[config.mk]
export PLATFORM = sky130hd
export DESIGN_NAME = ps2_kbd
export DESIGN_NICKNAME = d
export VERILOG_FILES = /design/src/rtl/ps2_pkg.sv /design/src/rtl/ps2_rx.sv /design/src/rtl/ps2_kbd.sv
export SDC_FILE = /design/constraint.sdc
export NUM_CORES = 1
export LEC_CHECK = 0
export CAP_MARGIN = 10
export CORE_MARGIN = 2
export CORE_UTILIZATION = 50
export CTS_CLUSTER_DIAMETER = 120
export DETAILED_ROUTE_END_ITERATION = 6
export PLACE_DENSITY = 0.79
export SLEW_MARGIN = 25
export SYNTH_ARGS = -nofsm -noshare
export SYNTH_HDL_FRONTEND = slang
export SYNTH_SLANG_ARGS = --single-unit
[constraint.sdc]
create_clock -name wb_clk_i -period 3.01 [get_ports wb_clk_i]
set_clock_uncertainty 0.2 [all_clocks]
set_input_delay 0.602 -clock wb_clk_i [delete_from_list [all_inputs] [get_ports wb_clk_i]]
set_output_delay 0.602 -clock wb_clk_i [all_outputs]
set_load 0.1 [all_outputs]
[src/rtl/ps2_pkg.sv]
// Shared definitions for the PS/2 keyboard receiver: bus offsets, CSR bit map, receiver states.
package ps2_pkg;

    localparam logic [15:0] CsrOffset  = 16'd0;
    localparam logic [15:0] DataOffset = 16'd2;

    localparam int unsigned CsrErrBit  = 15;
    localparam int unsigned CsrOvfBit  = 14;
    localparam int unsigned CsrDoneBit = 7;
    localparam int unsigned CsrIeBit   = 6;

    typedef enum logic [1:0] {
        StIdle,
        StData,
        StParity,
        StStop
    } rx_state_e;

endpackage

[src/rtl/ps2_rx.sv]
// PS/2 device-to-host frame receiver: input synchronisers, clock glitch filter,
// frame FSM with mid-frame timeout. Emits one-cycle valid/error pulses per frame.
module ps2_rx #(
    parameter int unsigned FILT_LEN = 8,
    parameter int unsigned TIMEOUT  = 50000
) (
    input  logic       clk_i,
    input  logic       rst_i,
    input  logic       ps2_clk_i,
    input  logic       ps2_data_i,
    output logic [7:0] rx_byte_o,
    output logic       rx_valid_o,
    output logic       rx_err_o
);
    import ps2_pkg::*;

    localparam int unsigned FiltW = $clog2(FILT_LEN + 1);
    localparam int unsigned ToW   = $clog2(TIMEOUT + 1);

    logic [1:0]       clk_sync_q;
    logic [1:0]       data_sync_q;
    logic             filt_q;
    logic [FiltW-1:0] filt_cnt_q;
    logic             fall_q;
    logic             data_s;

    rx_state_e        state_q;
    logic [2:0]       bit_cnt_q;
    logic [7:0]       shift_q;
    logic             par_q;
    logic [ToW-1:0]   to_cnt_q;
    logic             valid_q;
    logic             err_q;
    logic             timeout_hit;

    assign data_s = data_sync_q[1];

    always_ff @(posedge clk_i or posedge rst_i) begin
        if (rst_i) begin
            clk_sync_q  <= 2'b11;
            data_sync_q <= 2'b11;
        end else begin
            clk_sync_q  <= {clk_sync_q[0], ps2_clk_i};
            data_sync_q <= {data_sync_q[0], ps2_data_i};
        end
    end

    // Counts consecutive samples that disagree with the current filtered level.
    always_ff @(posedge clk_i or posedge rst_i) begin
        if (rst_i) begin
            filt_q     <= 1'b1;
            filt_cnt_q <= '0;
            fall_q     <= 1'b0;
        end else begin
            fall_q <= 1'b0;
            if (clk_sync_q[1] == filt_q) begin
                filt_cnt_q <= '0;
            end else if (filt_cnt_q == FiltW'(FILT_LEN - 1)) begin
                filt_q     <= clk_sync_q[1];
                filt_cnt_q <= '0;
                fall_q     <= filt_q;
            end else begin
                filt_cnt_q <= filt_cnt_q + FiltW'(1);
            end
        end
    end

    assign timeout_hit = (state_q != StIdle) && !fall_q && (to_cnt_q == ToW'(TIMEOUT - 1));

    always_ff @(posedge clk_i or posedge rst_i) begin
        if (rst_i) begin
            state_q   <= StIdle;
            bit_cnt_q <= '0;
            shift_q   <= '0;
            par_q     <= 1'b0;
            to_cnt_q  <= '0;
            valid_q   <= 1'b0;
            err_q     <= 1'b0;
        end else begin
            valid_q <= 1'b0;
            err_q   <= 1'b0;

            if (state_q == StIdle || fall_q) begin
                to_cnt_q <= '0;
            end else begin
                to_cnt_q <= to_cnt_q + ToW'(1);
            end

            if (timeout_hit) begin
                state_q <= StIdle;
            end else if (fall_q) begin
                unique case (state_q)
                    StIdle: begin
                        if (!data_s) begin
                            state_q   <= StData;
                            bit_cnt_q <= '0;
                        end
                    end
                    StData: begin
                        shift_q   <= {data_s, shift_q[7:1]};
                        bit_cnt_q <= bit_cnt_q + 3'd1;
                        if (bit_cnt_q == 3'd7) begin
                            state_q <= StParity;
                        end
                    end
                    StParity: begin
                        par_q   <= data_s;
                        state_q <= StStop;
                    end
                    StStop: begin
                        if (data_s && (^{shift_q, par_q})) begin
                            valid_q <= 1'b1;
                        end else begin
                            err_q <= 1'b1;
                        end
                        state_q <= StIdle;
                    end
                    default: state_q <= StIdle;
                endcase
            end
        end
    end

    assign rx_byte_o  = shift_q;
    assign rx_valid_o = valid_q;
    assign rx_err_o   = err_q;

endmodule

[src/rtl/ps2_kbd.sv]
// Wishbone PS/2 keyboard port: CSR/DATA register pair, scan-code FIFO and
// edge-triggered interrupt request with acknowledge.
module ps2_kbd #(
    parameter int unsigned FIFO_DEPTH = 8,
    parameter int unsigned FILT_LEN   = 8,
    parameter int unsigned TIMEOUT    = 50000
) (
    input  logic        wb_clk_i,
    input  logic        wb_rst_i,
    input  logic [15:0] wb_adr_i,
    input  logic [15:0] wb_dat_i,
    output logic [15:0] wb_dat_o,
    input  logic        wb_cyc_i,
    input  logic        wb_we_i,
    input  logic        wb_stb_i,
    output logic        wb_ack_o,
    input  logic [1:0]  wb_sel_i,
    output logic        irq,
    input  logic        iack,
    input  logic        ps2_clk,
    input  logic        ps2_data
);
    import ps2_pkg::*;

    localparam int unsigned PtrW = $clog2(FIFO_DEPTH);
    localparam int unsigned CntW = PtrW + 1;

    logic [7:0]      rx_byte;
    logic            rx_valid;
    logic            rx_err;

    logic [7:0]      fifo_q [FIFO_DEPTH];
    logic [PtrW-1:0] wr_ptr_q, rd_ptr_q;
    logic [CntW-1:0] count_q, count_d;
    logic            ack_q;
    logic [15:0]     dat_q;
    logic            ie_q, ie_d;
    logic            err_q, err_d;
    logic            ovf_q, ovf_d;
    logic            cond_q, cond_d;
    logic            pend_q, pend_d;

    logic            empty, full;
    logic            bus_req, sel_data, data_rd, csr_wr;
    logic            pop, wr_en, ovf_set;
    logic [7:0]      head;
    logic [15:0]     csr_rd, rd_val;
    logic            unused_bits;

    ps2_rx #(
        .FILT_LEN (FILT_LEN),
        .TIMEOUT  (TIMEOUT)
    ) u_rx (
        .clk_i      (wb_clk_i),
        .rst_i      (wb_rst_i),
        .ps2_clk_i  (ps2_clk),
        .ps2_data_i (ps2_data),
        .rx_byte_o  (rx_byte),
        .rx_valid_o (rx_valid),
        .rx_err_o   (rx_err)
    );

    assign unused_bits = ^{wb_adr_i[15:2], wb_adr_i[0], wb_dat_i[13:7], wb_dat_i[5:0],
                           wb_sel_i[1], CsrOffset};

    assign empty    = (count_q == '0);
    assign full     = (count_q == CntW'(FIFO_DEPTH));
    assign bus_req  = wb_cyc_i & wb_stb_i & ~ack_q;
    assign sel_data = (wb_adr_i[1] == DataOffset[1]);
    assign data_rd  = bus_req & ~wb_we_i & sel_data;
    assign csr_wr   = bus_req & wb_we_i & ~sel_data & wb_sel_i[0];

    // An empty FIFO read that coincides with a push hands the incoming byte straight through.
    assign pop     = data_rd & (~empty | rx_valid);
    assign wr_en   = rx_valid & (~full | pop);
    assign ovf_set = rx_valid & full & ~pop;
    assign head    = empty ? rx_byte : fifo_q[rd_ptr_q];

    always_comb begin
        csr_rd             = '0;
        csr_rd[CsrErrBit]  = err_q;
        csr_rd[CsrOvfBit]  = ovf_q;
        csr_rd[CsrDoneBit] = ~empty;
        csr_rd[CsrIeBit]   = ie_q;
        if (sel_data) begin
            rd_val = pop ? {8'h00, head} : 16'h0000;
        end else begin
            rd_val = csr_rd;
        end
    end

    always_comb begin
        count_d = count_q;
        if (wr_en && !pop) begin
            count_d = count_q + CntW'(1);
        end else if (!wr_en && pop) begin
            count_d = count_q - CntW'(1);
        end

        ie_d  = csr_wr ? wb_dat_i[CsrIeBit] : ie_q;
        err_d = (err_q & ~(csr_wr & wb_dat_i[CsrErrBit])) | rx_err;
        ovf_d = (ovf_q & ~(csr_wr & wb_dat_i[CsrOvfBit])) | ovf_set;

        // Pending follows the next-state condition so irq reacts one cycle after its cause.
        cond_d = ie_d & (count_d != '0);
        pend_d = pend_q;
        if (!cond_d) begin
            pend_d = 1'b0;
        end else if (!cond_q || pop) begin
            pend_d = 1'b1;
        end else if (iack) begin
            pend_d = 1'b0;
        end
    end

    always_ff @(posedge wb_clk_i or posedge wb_rst_i) begin
        if (wb_rst_i) begin
            ack_q    <= 1'b0;
            dat_q    <= '0;
            wr_ptr_q <= '0;
            rd_ptr_q <= '0;
            count_q  <= '0;
            ie_q     <= 1'b0;
            err_q    <= 1'b0;
            ovf_q    <= 1'b0;
            cond_q   <= 1'b0;
            pend_q   <= 1'b0;
        end else begin
            ack_q   <= bus_req;
            dat_q   <= (bus_req && !wb_we_i) ? rd_val : 16'h0000;
            count_q <= count_d;
            ie_q    <= ie_d;
            err_q   <= err_d;
            ovf_q   <= ovf_d;
            cond_q  <= cond_d;
            pend_q  <= pend_d;
            if (wr_en) begin
                wr_ptr_q <= wr_ptr_q + PtrW'(1);
            end
            if (pop) begin
                rd_ptr_q <= rd_ptr_q + PtrW'(1);
            end
        end
    end

    always_ff @(posedge wb_clk_i) begin
        if (wr_en) begin
            fifo_q[wr_ptr_q] <= rx_byte;
        end
    end

    assign wb_ack_o = ack_q;
    assign wb_dat_o = dat_q;
    assign irq      = pend_q;

endmodule

# Yosys cells after proc, flatten, opt, wreduce, memory -nomap -nowiden
# Memory sizes are Yosys's and may differ from the RTL's.
# Cells that the tools add are included.
# op_classes
bitwise_logic	30
n_reduce_logical	25
addsub	7
eq_ne	12
n_mux	32
# ops
cell	n
$mux W16	3
$add A16 B1 Y16 const B	1
$and A1 B1 Y1	16
$eq A16 B16 Y1 const B	1
$mux W1	16
$mux W4	4
$mux W8	2
$not A1 Y1	10
$add A3 B1 Y3 const B	3
$reduce_and A3 Y1	3
$reduce_xor A9 Y1	1
$add A4 B1 Y4 const B	2
$mux W2	4
$pmux W2 S4	1
$logic_and A1 B1 Y1	6
$pmux W3 S2	1
$reduce_bool A2 Y1	3
$logic_not A1 Y1	5
$eq A2 B2 Y1 const B	2
$eq A4 B3 Y1 const B	1
$eq A4 B4 Y1 const B	1
$logic_not A4 Y1	1
$or A1 B1 Y1	4
$reduce_and A4 Y1	1
13 further kinds	14
# word_totals
n_memories	1
input_bits	42
ff_bits	74
elab_cells	129
ram_bits	64
# mem_list
memory	words	word_bits	rd	rd_clocked_by_memory_dff	wr	line	text
fifo_q	8	8	1	0	1	ps2_kbd.sv:32	logic [7:0] fifo_q [FIFO_DEPTH];

# Depth between registers and ports, before layout
# Gate-level depths: netlist of run 1.
# logic_depth
word_depth	14
ltp_mapped	7
ltp_nobuf	7

# Modules after synthesis
# Synthesis of run 1 repeated with hierarchy kept, for this count alone.
# hier_totals
hier_cells	407
hier_area_um2	5735.5
# modules_own_cells
module	area_per_inst_um2	instances	cells_per_inst
ps2_kbd	3811.2	1	241
ps2_rx	1924.3	1	166

# Least setup slack after synthesis of run 1
# OpenSTA, ideal clock, no wires.
# synth_timing
path_kind	reg-to-reg
start	reg ack_q, in the netlist wb_ack_o
end	mem fifo_q[0][0] (enable)
t_required_ns	2.415
path_buffers	0
t_arrival_ns	2.633
slack_ns	-0.218
synth_period_minus_slack_ns	3.228
path_stages_with_launch	5
cell_sequence	dfrtp_1 nand4bb_2 nor2_1 o21ai_1 nor4_1
# synth_between
elab_chain_len	9
# synth_lines
item	line	text
from (decl)	ps2_kbd.sv:35	logic ack_q;
from (signal assigned)	ps2_kbd.sv:129	ack_q <= bus_req;
$not A1 Y1	ps2_kbd.sv:68	assign bus_req = wb_cyc_i & wb_stb_i & ~ack_q;
$and A1 B1 Y1	ps2_kbd.sv:68	
$and A1 B1 Y1 (2 in series)	ps2_kbd.sv:70	assign data_rd = bus_req & ~wb_we_i & sel_data;
$and A1 B1 Y1	ps2_kbd.sv:74	assign pop = data_rd & (~empty | rx_valid);
$or A1 B1 Y1	ps2_kbd.sv:75	assign wr_en = rx_valid & (~full | pop);
$and A1 B1 Y1	ps2_kbd.sv:75	
$mux W1	ps2_kbd.sv:147	if (wr_en) begin
$mux W1 (implied by the code)	ps2_kbd.sv:148	fifo_q[wr_ptr_q] <= rx_byte;
to (decl)	ps2_kbd.sv:32	
# Every way passes these cells.

# Final worst setup path of run 1
# layout_timing
start	reg count_q[1]
end	reg cond_q
# layout_between
elab_chain_len	12
# layout_lines
item	line	text
from (decl)	ps2_kbd.sv:34	logic [CntW-1:0] count_q, count_d;
from (signal assigned)	ps2_kbd.sv:131	count_q <= count_d;
$logic_not A4 Y1	ps2_kbd.sv:66	assign empty = (count_q == '0);
$not A1 Y1	ps2_kbd.sv:74	
$or A1 B1 Y1	ps2_kbd.sv:74	
$and A1 B1 Y1	ps2_kbd.sv:74	
$or A1 B1 Y1	ps2_kbd.sv:75	
$and A1 B1 Y1	ps2_kbd.sv:75	
$logic_not A1 Y1	ps2_kbd.sv:96	end else if (!wr_en && pop) begin
$logic_and A1 B1 Y1	ps2_kbd.sv:96	
$mux W4	ps2_kbd.sv:96	
$mux W4 (*)	ps2_kbd.sv:94	if (wr_en && !pop) begin
$reduce_bool A4 Y1 (*)	ps2_kbd.sv:105	cond_d = ie_d & (count_d != '0);
$and A1 B1 Y1 (*)	ps2_kbd.sv:105	
net cond_d	ps2_kbd.sv:40	logic cond_q, cond_d;
to (signal assigned)	ps2_kbd.sv:135	cond_q <= cond_d;
to (decl)	ps2_kbd.sv:40	
# Mark *: on every way through the listed nets, which the timed path passes. The rest lies on a longest branch.
# A chain may end at the register's enable or synchronous reset.

==> impl_metrics.env, run 1 <==
export IMPL_via_count=3591
export IMPL_core_area_mm2=0.0114
export IMPL_startpoint="count_q[1]"
export IMPL_outcome="complete, no violations"
export IMPL_critPathArrivalTime_ns=2.67
export IMPL_die_x_um=112
export IMPL_ff2ff_path_depth=7
export IMPL_cts_sinks=132
export IMPL_hold_viol=0
export IMPL_die_area_mm2=0.0125
export IMPL_synth_edf_count=64
export IMPL_grt_pass1_vias=3824
export IMPL_cts_tree="built"
export IMPL_ctsLongestPathBuffers=2
export IMPL_ys_seq_elements=132
export IMPL_nets=543
export IMPL_power_density_mw_per_mm2=757
export IMPL_synth_seq_area_share_pct=62.4
export IMPL_fin_cells=644
export IMPL_ir_drop_mv=0.488
export IMPL_drtPass1Iterations=4
export IMPL_cts_root_buf="clkbuf_16"
export IMPL_cp_cell_sequence="inv_1 -> ha_1 -> nor3b_1 -> nor4_1 -> or3_1 -> a2bb2oi_1 -> a31oi_1"
export IMPL_synth_distinct_cells=59
export IMPL_antenna_found_initial=0
export IMPL_cap_violations=0
export IMPL_io_pins=60
export IMPL_grt_use_total_pct=19.4
export IMPL_start_kind="register"
export IMPL_cp_slowest_stage_delay_ns=0.60
export IMPL_period_share_pct=86.0
export IMPL_grt_max_degree=48
export IMPL_antenna_cells=0
export IMPL_hold_ws_ns=0.155
export IMPL_dp_cells=612
export IMPL_avgSynthCellArea_um2=13.2
export IMPL_worstSetupPathType="reg -> reg"
export IMPL_area_delta_synth_final_pct=18.3
export IMPL_fillers=857
export IMPL_cp_required_ns=3.09
export IMPL_ctsHtreeMaxLevel=4
export IMPL_path_clk_slew_ns=0.06
export IMPL_place_ws_ns=0.0969
export IMPL_setup_ws_ns=0.422
export IMPL_rsz0062_at_grt="false"
export IMPL_stdcell_area_mm2=0.00688
export IMPL_total_power_mw=5.21
export IMPL_maxSlewViolCount=0
export IMPL_io_buffer_count=24
export IMPL_worstSetupEndpointType="register"
export IMPL_drt_iter0_drc=274
export IMPL_timing_fmax_mhz=386
export IMPL_r2r_slack_ns=0.42
export IMPL_drive_gt1_share_pct=21.2
export IMPL_slowest_stage="nor3b_1"
export IMPL_totalWireLength_um=11400
export IMPL_worst_slew_pin_slew_ns=0.862
export IMPL_synthCells=441
export IMPL_crit_path_max_fanout=6
export IMPL_period_minus_slack_ns=2.59
export IMPL_vias_per_cell=5.58
export IMPL_cts_hold_buffers=0
export IMPL_reg2reg_to="cond_q"
export IMPL_rows=39
export IMPL_netlist_area_mm2=0.00582
export IMPL_ys_async_sr_fraction_pct=51.5
export IMPL_dpl_cell_area_mm2=0.00628
export IMPL_ant_nets=0
export IMPL_place_congestion=0.797
export IMPL_grt_pass1_wl_um=18700
export IMPL_routedWlPerCell_um=17.7
export IMPL_clk_latency_ns=0.41
export IMPL_hold_class="reg -> reg"
export IMPL_synth_top_flop_cell="edfxtp_1"
export IMPL_postCtsSetupBuffers=0
export IMPL_overflow=0
export IMPL_drc=0
export IMPL_fp_dieH_um=112
export IMPL_hpwl_um=6970
export IMPL_ys_warn_count=0
export IMPL_ff_latch_area_mm2=0.00363
export IMPL_multi_input_area_mm2=0.00206
export IMPL_initial_core_util_pct=51.2
export IMPL_setup_violations=0
export IMPL_maxSlewHeadroom_pct=42.5
export IMPL_cts_made_buffers=17
export IMPL_r2r_start="count_q[1]"
export IMPL_crit_end="cond_q"
export IMPL_cts_resized=0
export IMPL_p_leak_nw=2.87
==> flip-flops by register name, indices dropped and copies added, names as in the netlist, 2 cells and up <==
name / flops
u_rx.bit_cnt_q: 3
u_rx.filt_cnt_q: 4
u_rx.to_cnt_q: 16
u_rx.clk_sync_q: 2
u_rx.data_sync_q: 2
wr_ptr_q: 3
u_rx.rx_byte_o: 8
rd_ptr_q: 3
fifo_q: 64
u_rx.state_q: 2
wb_dat_o: 10
count_q: 4
==> per-stage QoR <==
step / util (%) / TNS (ns)
floorplan: - / -0.966
global placement: 55.2 / 0
detailed placement: 55.2 / 0
CTS: 60.5 / 0
global route: 60.5 / 0
finish: 60.5 / 0
==> cells in the mapped netlist, types with 2 or more instances <==
cell type,count,area (µm²)
nor3b_1,3,22.5
a221oi_1,6,52.6
ha_1,13,163
xnor2_1,15,131
nand4_1,4,25.0
buf_2,3,15.0
edfxtp_1,64,1920
nand2b_1,4,25.0
a22o_1,2,17.5
mux2_2,24,270
a21boi_0,6,45.0
buf_4,6,45.0
clkbuf_1,8,30.0
dfrtp_1,63,1580
nor3_1,11,55.1
nor4_1,7,43.8
a32o_1,3,30.0
mux2i_1,14,140
a211oi_1,3,22.5
inv_1,15,56.3
mux4_2,4,90.1
nand3_1,8,40.0
dfstp_2,5,131
and3_2,2,15.0
a31oi_1,3,18.8
xor2_1,9,78.8
nand2_1,27,101
and2_1,2,12.5
o21a_1,9,67.6
or3_1,3,18.8
o21ai_0,15,75.1
nor2_1,28,105
nor2b_1,4,25.0
and3_1,2,12.5
a21oi_1,22,110
==> metal layers <==
metal / part of all wire [%] / vias to the layer above / global-route usage, %
li1: - / 1711 / -
met1: 41 / 1782 / 22.9
met2: 54 / 83 / 34.4
met3: 3.7 / 15 / 4.35
met4: 1.7 / 0 / 8.15
met5: 0 / - / 0
==> logic make-up after synthesis <==
logic type | after synthesis | synth area share (%)
mux | 42 | 8.60
other cells | 1 | 0.0645
flops | 132 | 62.4
buf+inv | 34 | 2.77
fa+ha+maj | 13 | 2.80
simple gates | 115 | 10.5
xor+xnor | 25 | 4.00
compound gates | 79 | 8.92
==> critical path, delay by kind of cell, from the launching register on <==
kind            cells  cell delay [ns]
flops               1             0.43
buf+inv             1             0.14
compound gates      2             0.35
simple gates        3             1.09
fa+ha+maj           1             0.24
==> worst min path at each step <==
stage,endpoint,slack [ns],cells past startpoint,start
floorplan,u_rx.clk_sync_q[1],0.15,0,u_rx.clk_sync_q[0]
global placement,u_rx.clk_sync_q[1],0.15,0,u_rx.clk_sync_q[0]
detailed placement,u_rx.clk_sync_q[1],0.15,0,u_rx.clk_sync_q[0]
CTS,u_rx.clk_sync_q[1],0.16,0,u_rx.clk_sync_q[0]
global route,u_rx.data_sync_q[1],0.16,0,u_rx.data_sync_q[0]
finish,u_rx.clk_sync_q[1],0.15,0,u_rx.clk_sync_q[0]
==> report_power, final <==
group | switching, mW | internal (mW) | leakage (nW)
Combinational | 0.549 | 0.408 | 1.04
Sequential | 0.199 | 2.01 | 1.53
Clock | 0.784 | 1.26 | 0.294
Total | 1.53 | 3.68 | 2.87
==> layout by cell type, fill, tap and decap left out, types with 3 or more instances in the layout <==
cell / Yosys / layout
nor2b_1: 4 / 4
ha_1: 13 / 13
mux2_2: 24 / 24
nor2_1: 28 / 28
dfstp_2: 5 / 5
dfrtp_1: 63 / 63
a21oi_1: 22 / 22
edfxtp_1: 64 / 64
nor3_1: 11 / 10
a211oi_1: 3 / 3
inv_1: 15 / 14
xor2_1: 9 / 9
o21ai_0: 15 / 15
o21a_1: 9 / 9
nor4_1: 7 / 6
mux4_2: 4 / 4
xnor2_1: 15 / 15
nand4_1: 4 / 4
clkinv_4: 0 / 3
clkdlybuf4s50_1: 0 / 12
nand2b_1: 4 / 4
inv_6: 0 / 3
a221oi_1: 6 / 6
or3_1: 3 / 3
nand3_1: 8 / 8
a31oi_1: 3 / 3
nand2_1: 27 / 27
buf_4: 6 / 29
a21boi_0: 6 / 6
nor3b_1: 3 / 3
conb_1: 1 / 6
mux2i_1: 14 / 14
clkbuf_16: 0 / 19
a32o_1: 3 / 3
==> cell type report <==
class | count | share of cell area, %
sequential | 132 | 52.7
multi-input combinational | 280 | 29.9
clock buffer | 20 | 7.11
timing repair buffer | 42 | 5.20
tap | 143 | 2.60
clock inverter | 12 | 1.65
inverter | 15 | 0.818
Note: power is estimated with default switching activity, not from simulation.
==> inputs of run 2 (changes only) <==
- CORE_UTILIZATION: 50 -> 45
- PLACE_DENSITY: 0.79 -> 0.73
==> impl_metrics.env, run 2 (same netlist as run 1, synthesis figures left out) <==
export IMPL_outcome="complete, no violations"
export IMPL_postCtsSetupBuffers=0
export IMPL_mostFrequentLayoutCell="edfxtp_1"
export IMPL_hold_viol=0
export IMPL_overflow=0
export IMPL_cts_sinks=132
export IMPL_r2r_start="count_q[1]"
export IMPL_clk_latency_ns=0.41
export IMPL_period_minus_slack_ns=2.55
export IMPL_ff2ff_path_depth=7
export IMPL_setup_violations=0
export IMPL_cp_required_ns=2.92
export IMPL_cts_root_buf="clkbuf_16"
export IMPL_ctsHtreeMaxLevel=4
export IMPL_grt_pass1_vias=3653
export IMPL_cap_violations=0
export IMPL_regMostFlops="fifo_q"
export IMPL_hold_depth=0
export IMPL_worstHoldStart="u_rx.clk_sync_q[0]"
export IMPL_r2r_slack_ns=0.49
export IMPL_seq_power_share_pct=43.6
export IMPL_maxSlewViolCount=0
export IMPL_timing_fmax_mhz=393
export IMPL_cts_made_buffers=17
export IMPL_maxSlewHeadroom_pct=48.7
export IMPL_io_buffer_count=24
export IMPL_die_area_mm2=0.0139
export IMPL_hold_class="reg -> reg"
export IMPL_holdPathEnd="u_rx.clk_sync_q[1]"
export IMPL_die_x_um=118
export IMPL_hpwl_um=6920
export IMPL_antenna_found_initial=0
export IMPL_total_power_mw=5.04
export IMPL_power_internal_mw=3.56
export IMPL_crit_path_max_fanout=8
export IMPL_path_delay_family="simple AND/OR/NAND/NOR gates"
export IMPL_area_delta_synth_final_pct=18.1
export IMPL_place_ws_ns=0.0628
export IMPL_pwr_share_clk_pct=37.8
export IMPL_totalWireLength_um=10600
export IMPL_cts_hold_buffers=0
export IMPL_slowest_stage="clkdlybuf4s50_1"
export IMPL_grt_pass1_wl_um=17900
export IMPL_core_area_mm2=0.0126
export IMPL_cp_slowest_stage_delay_ns=0.44
export IMPL_period_share_pct=84.6
export IMPL_setup_ws_ns=0.462
export IMPL_nets=543
export IMPL_final_cell_mix="64 x edfxtp_1, 63 x dfrtp_1, 29 x buf_4"
export IMPL_ant_nets=0
export IMPL_drc=0
export IMPL_via_count=3563
export IMPL_grt_use_total_pct=16.7
export IMPL_worstSetupPathType="in -> reg"
export IMPL_io_pins=60
export IMPL_place_congestion=0.835
export IMPL_grt_max_degree=47
export IMPL_cp_cell_sequence="clkdlybuf4s50_1 -> nand4bb_2 -> nor2_1 -> o21ai_1 -> nor3_1 -> buf_4"
export IMPL_p_leak_nw=2.84
export IMPL_met2_usage_pct=27.0
export IMPL_cts_resized=0
export IMPL_ctsLongestPathBuffers=2
export IMPL_power_density_mw_per_mm2=734
export IMPL_cts_tree="built"
export IMPL_met3_usage_pct=4.75
export IMPL_worst_slew_pin_slew_ns=0.770
export IMPL_worstSetupEndpointType="register"
export IMPL_ir_drop_mv=0.493
export IMPL_rows=41
export IMPL_reg2reg_to="cond_q"
export IMPL_rsz0062_at_grt="false"
export IMPL_fp_dieH_um=118
export IMPL_path_buf_inv=2
export IMPL_initial_core_util_pct=46.1
export IMPL_p_sw_mw=1.49
export IMPL_drtPass1Iterations=4
export IMPL_top_usage_layer="met2"
export IMPL_antenna_cells=0
export IMPL_swShare_pct=29.5
export IMPL_comb_power_share_pct=18.7
export IMPL_drt_iter0_drc=239
export IMPL_drive_gt1_share_pct=21.0
export IMPL_routedWlPerCell_um=15.8
export IMPL_vias_per_cell=5.29
export IMPL_path_clk_slew_ns=0.05
export IMPL_grt_use_met1_pct=20.5
export IMPL_critPathArrivalTime_ns=2.46
export IMPL_start_kind="input port"
export IMPL_largest_reg_flops=64
[run 2: cell types whose count changed in the layout (fill, tap and decap cells not counted), sizes merged]
cell      previous run  this run
clkbuf              20        18
clkinvlp             2         4
[run 2: cell type report]
type	count	area (µm²)
fill	1072	5750
sequential	132	3630
multi-input combinational	280	2060
clock buffer	18	429
timing repair buffer	42	358
tap	172	215
clock inverter	14	128
inverter	15	56.3
[run 2: worst max path at each step]
| stage | startpoint | end | depth (start not counted) |
|---|---|---|---|
| 2_1_floorplan | wb_ack_o | fifo_q[1][0] | 4 |
| 3_3_place_gp | wb_we_i | fifo_q[1][5] | 6 |
| 3_5_place_dp | wb_we_i | fifo_q[4][4] | 7 |
| 4_1_cts | wb_we_i | fifo_q[4][4] | 7 |
| 5_1_grt | count_q[1] | irq | 7 |
| 6_report | wb_we_i | fifo_q[1][5] | 6 |
[run 2: stage by stage]
| stage | hold WS, ns | util [%] | area, µm² | cells | setup TNS, ns |
|---|---|---|---|---|---|
| after detailed placement | 0.149 | 50.0 | 6320 | 641 | 0 |
| final | 0.155 | 54.5 | 6870 | 673 | 0 |
| after global routing | 0.162 | 54.5 | 6870 | 673 | 0 |
| after CTS | 0.157 | 54.5 | 6870 | 673 | 0 |
| after global placement | 0.147 | 50.0 | 6320 | 641 | 0 |
| after floorplan | 0.145 | - | 5850 | 446 | -0.966 |
[run 2: worst reg2reg max path: cells and delay by family, from the launching register on]
kind            cells  cell delay (ns)
flops               1             0.43
fa+ha+maj           1             0.23
buf+inv             1             0.14
simple gates        3             1.05
compound gates      2             0.35
[run 2: power groups by stage]
stage,sequential [mW],combinational (mW),clock (mW)
2_1_floorplan,2.23,0.734,0
6_report,2.20,0.941,1.90
3_5_place_dp,2.23,0.939,0
4_1_cts,2.20,0.948,1.95
5_1_grt,2.22,1.05,2.02
3_3_place_gp,2.23,0.907,0
[run 2: layer usage]
metal,vias up,wire [µm]
li1,1718,-
met1,1757,4480
met2,72,5500
met3,16,460
met4,0,180
met5,-,0
